--- config.mk ---
export PLATFORM = sky130hd
export DESIGN_NAME = sub_mod_serial
export DESIGN_NICKNAME = d
export VERILOG_FILES = /design/src/rtl/sub_mod_serial.sv
export SDC_FILE = /design/constraint.sdc
export NUM_CORES = 2
export LEC_CHECK = 0
export ABC_AREA = 1
export BUFFER_PORTS_ARGS = -buffer_cell sky130_fd_sc_hd__buf_4
export CAP_MARGIN = 5
export CORE_ASPECT_RATIO = 2
export CORE_MARGIN = 2
export CORE_UTILIZATION = 23
export CTS_CLUSTER_DIAMETER = 80
export DETAILED_ROUTE_END_ITERATION = 10
export GPL_TIMING_DRIVEN = 0
export PLACE_DENSITY = 0.47
export SETUP_SLACK_MARGIN = 0.4
export SYNTH_ARGS = -nofsm -noshare
export SYNTH_HDL_FRONTEND = slang
export SYNTH_SLANG_ARGS = --single-unit
--- constraint.sdc ---
create_clock -name clk -period 7.96 [get_ports clk]
set_input_delay 0.398 -clock clk [delete_from_list [all_inputs] [get_ports clk]]
set_output_delay 0.398 -clock clk [all_outputs]
set_load 0.02 [all_outputs]
--- src/rtl/sub_mod_serial.sv ---
// Word-serial modular subtractor: y = (a - b) mod m.
// The raw difference is formed one WBITS-wide word per cycle, LSW first, via a
// borrow chain. If the full difference underflows, a second serial pass adds m
// back. A single WBITS+1-bit adder serves both passes: in the subtract pass the
// subtrahend word is inverted and the borrow is carried as an inverted carry.
module sub_mod_serial #(
    parameter int NBITS = 256,
    parameter int WBITS = 64
) (
    input  logic             clk,
    input  logic             rst_n,
    input  logic             start,
    input  logic [NBITS-1:0] a,
    input  logic [NBITS-1:0] b,
    input  logic [NBITS-1:0] m,
    output logic             busy,
    output logic             done,
    output logic             bout,
    output logic [NBITS-1:0] y
);

    localparam int NWORDS = NBITS / WBITS;
    localparam int IDXW   = (NWORDS > 1) ? $clog2(NWORDS) : 1;

    // Handshake: start is sampled on a rising edge only while idle; busy is
    // high from the cycle after the accept through the done cycle; done is a
    // one-cycle pulse with y/bout valid from that cycle and held until the
    // next done. Requests arriving while busy are dropped, not queued.

    typedef enum logic [1:0] {
        S_IDLE = 2'd0,
        S_SUB  = 2'd1,
        S_CORR = 2'd2,
        S_DONE = 2'd3
    } state_t;

    state_t            state_q, state_d;
    logic [NBITS-1:0]  a_q, a_d;
    logic [NBITS-1:0]  b_q, b_d;
    logic [NBITS-1:0]  m_q, m_d;
    logic [NBITS-1:0]  r_q, r_d;
    logic              cy_q, cy_d;     // borrow in SUB, carry in CORR
    logic [IDXW-1:0]   idx_q, idx_d;
    logic [NBITS-1:0]  y_q, y_d;
    logic              bout_q, bout_d;

    logic [WBITS-1:0]  op_x;
    logic [WBITS-1:0]  op_z;
    logic              op_c;
    logic [WBITS:0]    sum;
    logic              last_word;

    // Shared word adder; subtraction uses a + ~b + ~borrow, so carry-out = ~borrow.
    always_comb begin
        op_x = r_q[WBITS-1:0];
        op_z = m_q[WBITS-1:0];
        op_c = cy_q;
        if (state_q == S_SUB) begin
            op_x = a_q[WBITS-1:0];
            op_z = ~b_q[WBITS-1:0];
            op_c = ~cy_q;
        end
        sum       = {1'b0, op_x} + {1'b0, op_z} + {{WBITS{1'b0}}, op_c};
        last_word = (idx_q == IDXW'(NWORDS - 1));
    end

    // Next-state and datapath update for the IDLE/SUB/CORR/DONE sequence.
    always_comb begin
        state_d = state_q;
        a_d     = a_q;
        b_d     = b_q;
        m_d     = m_q;
        r_d     = r_q;
        cy_d    = cy_q;
        idx_d   = idx_q;
        y_d     = y_q;
        bout_d  = bout_q;
        case (state_q)
            S_IDLE: begin
                if (start) begin
                    a_d     = a;
                    b_d     = b;
                    m_d     = m;
                    cy_d    = 1'b0;
                    idx_d   = '0;
                    state_d = S_SUB;
                end
            end
            S_SUB: begin
                // Result words shift in from the top so the LSW ends at bit 0.
                r_d   = {sum[WBITS-1:0], r_q[NBITS-1:WBITS]};
                a_d   = a_q >> WBITS;
                b_d   = b_q >> WBITS;
                cy_d  = ~sum[WBITS];
                idx_d = idx_q + 1'b1;
                if (last_word) begin
                    idx_d = '0;
                    if (~sum[WBITS]) begin
                        cy_d    = 1'b0;
                        state_d = S_CORR;
                    end else begin
                        y_d     = r_d;
                        bout_d  = 1'b0;
                        state_d = S_DONE;
                    end
                end
            end
            S_CORR: begin
                // Add m back; the final carry-out wraps mod 2^NBITS.
                r_d   = {sum[WBITS-1:0], r_q[NBITS-1:WBITS]};
                m_d   = m_q >> WBITS;
                cy_d  = sum[WBITS];
                idx_d = idx_q + 1'b1;
                if (last_word) begin
                    idx_d   = '0;
                    y_d     = r_d;
                    bout_d  = 1'b1;
                    state_d = S_DONE;
                end
            end
            S_DONE: begin
                state_d = S_IDLE;
            end
            default: begin
                state_d = S_IDLE;
            end
        endcase
    end

    // State and datapath registers with asynchronous clear.
    always_ff @(posedge clk or negedge rst_n) begin
        if (!rst_n) begin
            state_q <= S_IDLE;
            a_q     <= '0;
            b_q     <= '0;
            m_q     <= '0;
            r_q     <= '0;
            cy_q    <= 1'b0;
            idx_q   <= '0;
            y_q     <= '0;
            bout_q  <= 1'b0;
        end else begin
            state_q <= state_d;
            a_q     <= a_d;
            b_q     <= b_d;
            m_q     <= m_d;
            r_q     <= r_d;
            cy_q    <= cy_d;
            idx_q   <= idx_d;
            y_q     <= y_d;
            bout_q  <= bout_d;
        end
    end

    assign busy = (state_q != S_IDLE);
    assign done = (state_q == S_DONE);
    assign bout = bout_q;
    assign y    = y_q;

endmodule
## Yosys cells after proc, flatten, opt, wreduce, memory -nomap -nowiden

Cells that the tools add are included.

- Output and inout port bits: 259
- Word-level logic and storage cells: 66
- Register bits after elaboration: 1286
- Bits of input ports: 771

- Reduce and logical (&&, ||, !) cells: 14
- Muxes and demuxes: 29
- Bitwise logic cells: 3
- $add $sub $neg: 3
- Equality and inequality tests: 8

Operators with widths:

| kind | number |
|---|---|
| $pmux 256 s2 | 4 |
| $mux 256 | 6 |
| $mux 64 | 2 |
| $add 64x64->65 | 1 |
| $add 65x1->65 | 1 |
| $not 64->64 | 1 |
| $mux 2 | 5 |
| $reduce_bool 2->1 | 5 |
| $mux 1 | 8 |
| $ne 2x2->1 const B | 4 |
| $pmux 2 s4 | 1 |
| $reduce_and 2->1 | 4 |
| $eq 2x2->1 const B | 3 |
| $pmux 2 s2 | 1 |
| $reduce_and 4->1 | 1 |
| $pmux 1 s3 | 1 |
| $reduce_and 3->1 | 1 |
| $reduce_bool 3->1 | 1 |
| $add 2x1->2 const B | 1 |
| $eq 2x1->1 const B | 1 |
| $logic_not 2->1 | 1 |
| $not 1->1 | 2 |
| $pmux 1 s2 | 1 |
| $reduce_or 2->1 | 1 |

## Logic depth before layout (Yosys ltp)

- Depth after elaboration: 8
- Mapped depth: 27
- Gate-level depth less buffers: 22

## Least setup slack after synthesis

No wires, ideal clock.

- Path kind: register to register
- Start: register state_q[1]
- End: register y_q[126], in the netlist y[126]
- Path slack: 4.023 ns
- Required time: 7.830 ns
- Library setup time: 0.130 ns
- Buffers on the path: 4
- Stages on the path, launching flop included: 23
- Arrival time: 3.807 ns
- Clock period less this slack: 3.937 ns
- Cell sequence: dfrtp_1 inv_1 ha_1 inv_2 clkbuf_1 clkbuf_1 o21ai_0 fa_1 fa_1 nand2_1 nand2_1 nand3_1 nand2_2 nand2_1 nand2_2 nand2_1 nand2_2 nand2_2 nand3_4 nand2_4 buf_4 clkbuf_1 o21ai_0

- Cells in the longest elaborated chain, start to end: 6
- Elaborated cells between the ends (all ways): 13
- Those cells by class: 2 x add/sub; 5 x eq/ne; 4 x mux; 2 x reduce/logical

Ends and longest elaborated chain:

| element | line | source |
|---|---|---|
| from (decl) | 37 | `state_t state_q, state_d;` |
| from (signal assigned) | 143 | `state_q <= state_d;` |
| $eq 2x1->1 | 58, 78 |  |
| $mux 64 | 58 | `if (state_q == S_SUB) begin` |
| $add 64x64->65 | 63 | `sum = {1'b0, op_x} + {1'b0, op_z} + {{WBITS{1'b0}}, op_c};` |
| $add 65x1->65 | 63 |  |
| $ne 2x2->1 (no source line) | -- |  |
| $reduce_and 4->1 (no source line) | -- |  |
| to (signal assigned) | 150 | `y_q <= y_d;` |
| to (decl) | 44 | `logic [NBITS-1:0] y_q, y_d;` |

Several ways; a longest one is shown, not always the timed one.
A chain may end at the register's enable or synchronous reset.

## Worst setup path after layout

- Start: register state_q[1]
- End: register y_q[62], in the netlist y[62]

The elaborated chain is that of the path after synthesis.

==> summary.md <==
| Metric | Value |
|---|---|
| DIE HEIGHT | approximately 730 um |
| Crit path required time | between 8 and 9 ns |
| Final Non-Filler Cells | around 13000 |
| Post-DP HPWL | around 280 mm |
| Number of port buffers | between 1000 and 1500 |
| Simple-gate portion of the synthesized area | 0.236 |
| CTS HTree Levels | 4 |
| Final ANT Viol Nets | 0 |
| Register share of total power | 0.275 |
| Reg clk slew, reported paths | 0.06 ns |
| Hold crit path type | input port to flop |
| IO Pins | about 1000 |
| RR Startpoint | state_q[1]$_DFFE_PN0P_ |
| Met2 WL | between 150 and 200 mm |
| Mapped Nets | 8473 |
| Placed cells | 12141 |
| LEAKAGE | between 30 and 40 nW |
| Via count | between 60000 and 70000 |
| Cell Int Power | approximately 0.021 W |
| Yosys warns | 0 |
| Post_cts resized | 0 |
| FMAX | between 100 and 150 MHz |
| Die ar. | roughly 260000 um2 |
| Reg area | between 30000 and 40000 um2 |
| Initial antenna violation count | 157 |
| Clock latency on the worst-skew pair | 0.83 ns |
| VDD IR max | between 200 and 300 uV |
| DRT Pass-1 Iters | 6 |
| Highest routed layer | met5 |
| Clk sinks | between 1000 and 1500 |
| Syn Area/Cell | just under 8 um2 |
| Largest family of logic cells by synthesized area | simple AND/OR/NAND/NOR gates |
| Synth Area in Compound Gates | 0.129 |
| Fin crit period | between 7 and 8 ns |
| Total core area | between 200000 and 300000 um2 |
| Synth Instances | 7630 |
| Post-synthesis xor/xnor area fraction | 0.00468 |
| Final setup TNS | 0 ns |
| RSZ-0062 raised after global routing | no |
| Distinct cells, synth | 37 |
| Maxcap violations | 0 |
| Crit Path Class | flop to flop |
| Iter 0 DRT Violations | 4440 |
| Vias/cell | roughly 4.5 |
| Period utilization | 0.905 |
| Routed WL | 330 mm |
| Clock Skews | ~0.077 ns |
| Post CTS Setup Buffer Count | 0 |
| Combinational fraction of design power | 0.573 |
| Final hold violations | 0 |
| Sw frac | 0.532 |
| Starting Density | 0.231 |
| Layout area overhead | 41.2% |
| First-pass GRT wire length | between 400 and 500 mm |
| Placer congestion estimate | about 0.98 |
| Residual DRC | 0 |
| Die X | roughly 360 um |
| Total grt overflow | 0 |
| CTS Buf Count | between 100 and 150 |
| Register area share after synthesis | 0.537 |
| Slew @ Worst Pin | between 1 and 1.5 ns |
| Status | finished, final reports clean |
| CP max FO | 10 |
| Post-CTS Hold Fix Bufs | 760 |
| Layout filler cell count | 28013 |
| Number of nets in the layout | 10413 |
| Reported net switching power | 0.0233 W |
| Max Slew Vio Count | 0 |
| CTS tree | yes |
| Footprint of the multi-input gates | roughly 23000 um2 |
| Synthesis-stage register bit count | about 1300 |
| Worst rel slew slack | 0.0422 |
| Synth Area in Adders | 0.0153 |
| Wire length per cell | roughly 25 um |
| Data arrival, critical path | between 7 and 8 ns |
| PwrDens | 518 nW/um2 |
| Largest net degree at the start of global routing | between 150 and 200 |
| Final setup viols | 0 |
| Mapped Area | around 60000 um2 |
| Post-synthesis mux area share | 0 |
| Setup crit start | state_q[1]$_DFFE_PN0P_ |
| Vias in the first global route | 59823 |
| CP Launch Type | flop |
| Met1 WL | 143 mm |
| GR Util All Layers | 0.244 |
| FP Rows | roughly 270 |
| Worst-case clock buffer depth | 4 |
| CTS root buf | clkbuf_16 |
| Share of cells above drive strength 1 | 0.137 |
| Hold Startpoint | m[11] |
| Clk network pwr share | 0.152 |
| CP endpoint kind | flop |
| Met3 routed WL | approximately 19 mm |
-- metrics by stage --
stage	hold WS (ns)	utilization	setup WS, ns	area [um2]	total power, W
after floorplan	0.102	-	4.02	59900	0.0252
after global placement	0.468	0.277	-10.20	72000	0.0366
after detailed placement	0.308	0.278	0.805	72300	0.0368
after CTS	0.0104	0.325	0.777	84400	0.0439
after global routing	0.0534	0.326	0.478	84500	0.0469
final	0.0879	0.326	0.758	84600	0.0438
-- critical path, cell delays in order (launching register included) --
cell and delay (ns):
dfrtp_1 0.44, inv_1 0.15, ha_1 0.38, clkbuf_1 0.72, clkbuf_1 0.62, clkbuf_2 0.68
buf_1 0.38, nand2_1 0.10, o21ai_0 0.46, ha_1 0.51, nand2_1 0.11, nand2_1 0.14
nand2_1 0.10, nand2_1 0.07, nand2_1 0.08, nand2_1 0.05, nand2_1 0.06, nand2_1 0.07
a21oi_2 0.34, nand3_4 0.22, nand2_4 0.12, buf_6 0.21, clkbuf_1 0.71, o21ai_0 0.21
-- state kept, by name, indices dropped and copies added, names as in the netlist --
signal	count
a_q	256
b_q	256
m_q	256
r_q	256
y	256
idx_q	2
state_q	2
bout	1
cy_q	1
-- layer usage --
metal / vias to the layer above / global-route usage
li1: 28455 / -
met1: 28938 / 0.319
met2: 2194 / 0.401
met3: 488 / 0.0376
met4: 64 / 0.0935
met5: - / 0
-- layout make-up --
cell class / count / share of cell area
sequential: 1286 / 0.380
multi-input combinational: 5132 / 0.273
timing repair buffer: 1800 / 0.185
tap: 3471 / 0.0513
clock buffer: 204 / 0.0478
inverter: 752 / 0.0334
buffer: 460 / 0.0219
clock inverter: 29 / 0.00543
antenna: 93 / 0.00275
-- power by group through the flow --
| stage | clock network, W | logic, W | registers, W |
|---|---|---|---|
| global placement | 0 | 0.0245 | 0.0121 |
| finish | 0.00667 | 0.0251 | 0.0120 |
| detailed placement | 0 | 0.0247 | 0.0122 |
| global route | 0.00704 | 0.0275 | 0.0123 |
| floorplan | 0 | 0.0136 | 0.0116 |
| CTS | 0.00679 | 0.0251 | 0.0120 |
-- Yosys cell counts --
master,n,share of area
buf_2,31,0.0026
and2_1,3,0.00031
nand2_1,2607,0.16
nand4_1,16,0.0017
nor2_2,7,0.00073
a31oi_1,576,0.060
inv_4,1,0.00010
buf_1,18,0.0011
nor3_1,10,0.00084
buf_6,7,0.0013
clkinv_1,1,0.000063
nand3_1,282,0.024
nor4_1,2,0.00021
clkbuf_1,392,0.025
xor2_1,8,0.0012
nor2_4,1,0.00019
nor2_1,690,0.043
o21ai_0,754,0.063
dfrtp_1,1286,0.54
a21oi_2,1,0.00015
o21ai_1,2,0.00017
nand2_4,1,0.00019
clkbuf_2,6,0.00050
xnor2_1,24,0.0035
fa_1,2,0.00067
a21oi_1,52,0.0043
a211oi_1,1,0.00013
inv_2,10,0.00063
nand3b_1,8,0.0010
nand2_2,7,0.00073
nand3_4,1,0.00029
inv_1,740,0.046
nor3_2,1,0.00017
ha_1,70,0.015
a21o_1,1,0.00013
buf_4,6,0.00075
o21bai_1,5,0.00063
-- layout by cell type, fill, tap and decap left out, types with 3 or more instances in the layout --
master         instances
a21oi_1               52
a31oi_1              576
and2_1                 3
buf_1                 18
buf_16                 9
buf_2                 31
buf_4               1034
buf_6                  8
bufinv_16              9
clkbuf_1             423
clkbuf_16            140
clkbuf_2               9
clkbuf_8              30
clkinv_2               7
clkinv_4               4
dfrtp_1             1286
diode_2               93
dlygate4sd3_1        760
ha_1                  70
inv_1                740
inv_2                 10
inv_6                  3
nand2_1             2607
nand2_2                7
nand3_1              282
nand3b_1               8
nand4_1               16
nor2_1               690
nor2_2                 7
nor3_1                10
o21ai_0              754
o21bai_1               5
xnor2_1               24
xor2_1                 8
-- final timing paths --
path | endpoint | slack (ns) | cells past startpoint
worst max-delay path | y[62]$_DFFE_PN0P_ | 0.76 | 23
worst min-delay path | m_q[11]$_DFFE_PN0P_ | 0.09 | 3
worst max register to register | y[62]$_DFFE_PN0P_ | 0.76 | 23
worst min register to register | y[137]$_DFFE_PN0P_ | 0.49 | 2
max in group asynchronous | a_q[40]$_DFFE_PN0P_ | 5.13 | 5
min in group asynchronous | m_q[211]$_DFFE_PN0P_ | 0.17 | 2
-- cells by family (layout without fill, tap and decap cells) --
group           Yosys count  in the layout
xor+xnor                 32             32
buf+inv                1212           3245
flops                  1286           1286
compound gates         1392           1392
other cells               0             93
simple gates           3636           3636
fa+ha+maj                72             72
Power figures use the tool's default switching activity.
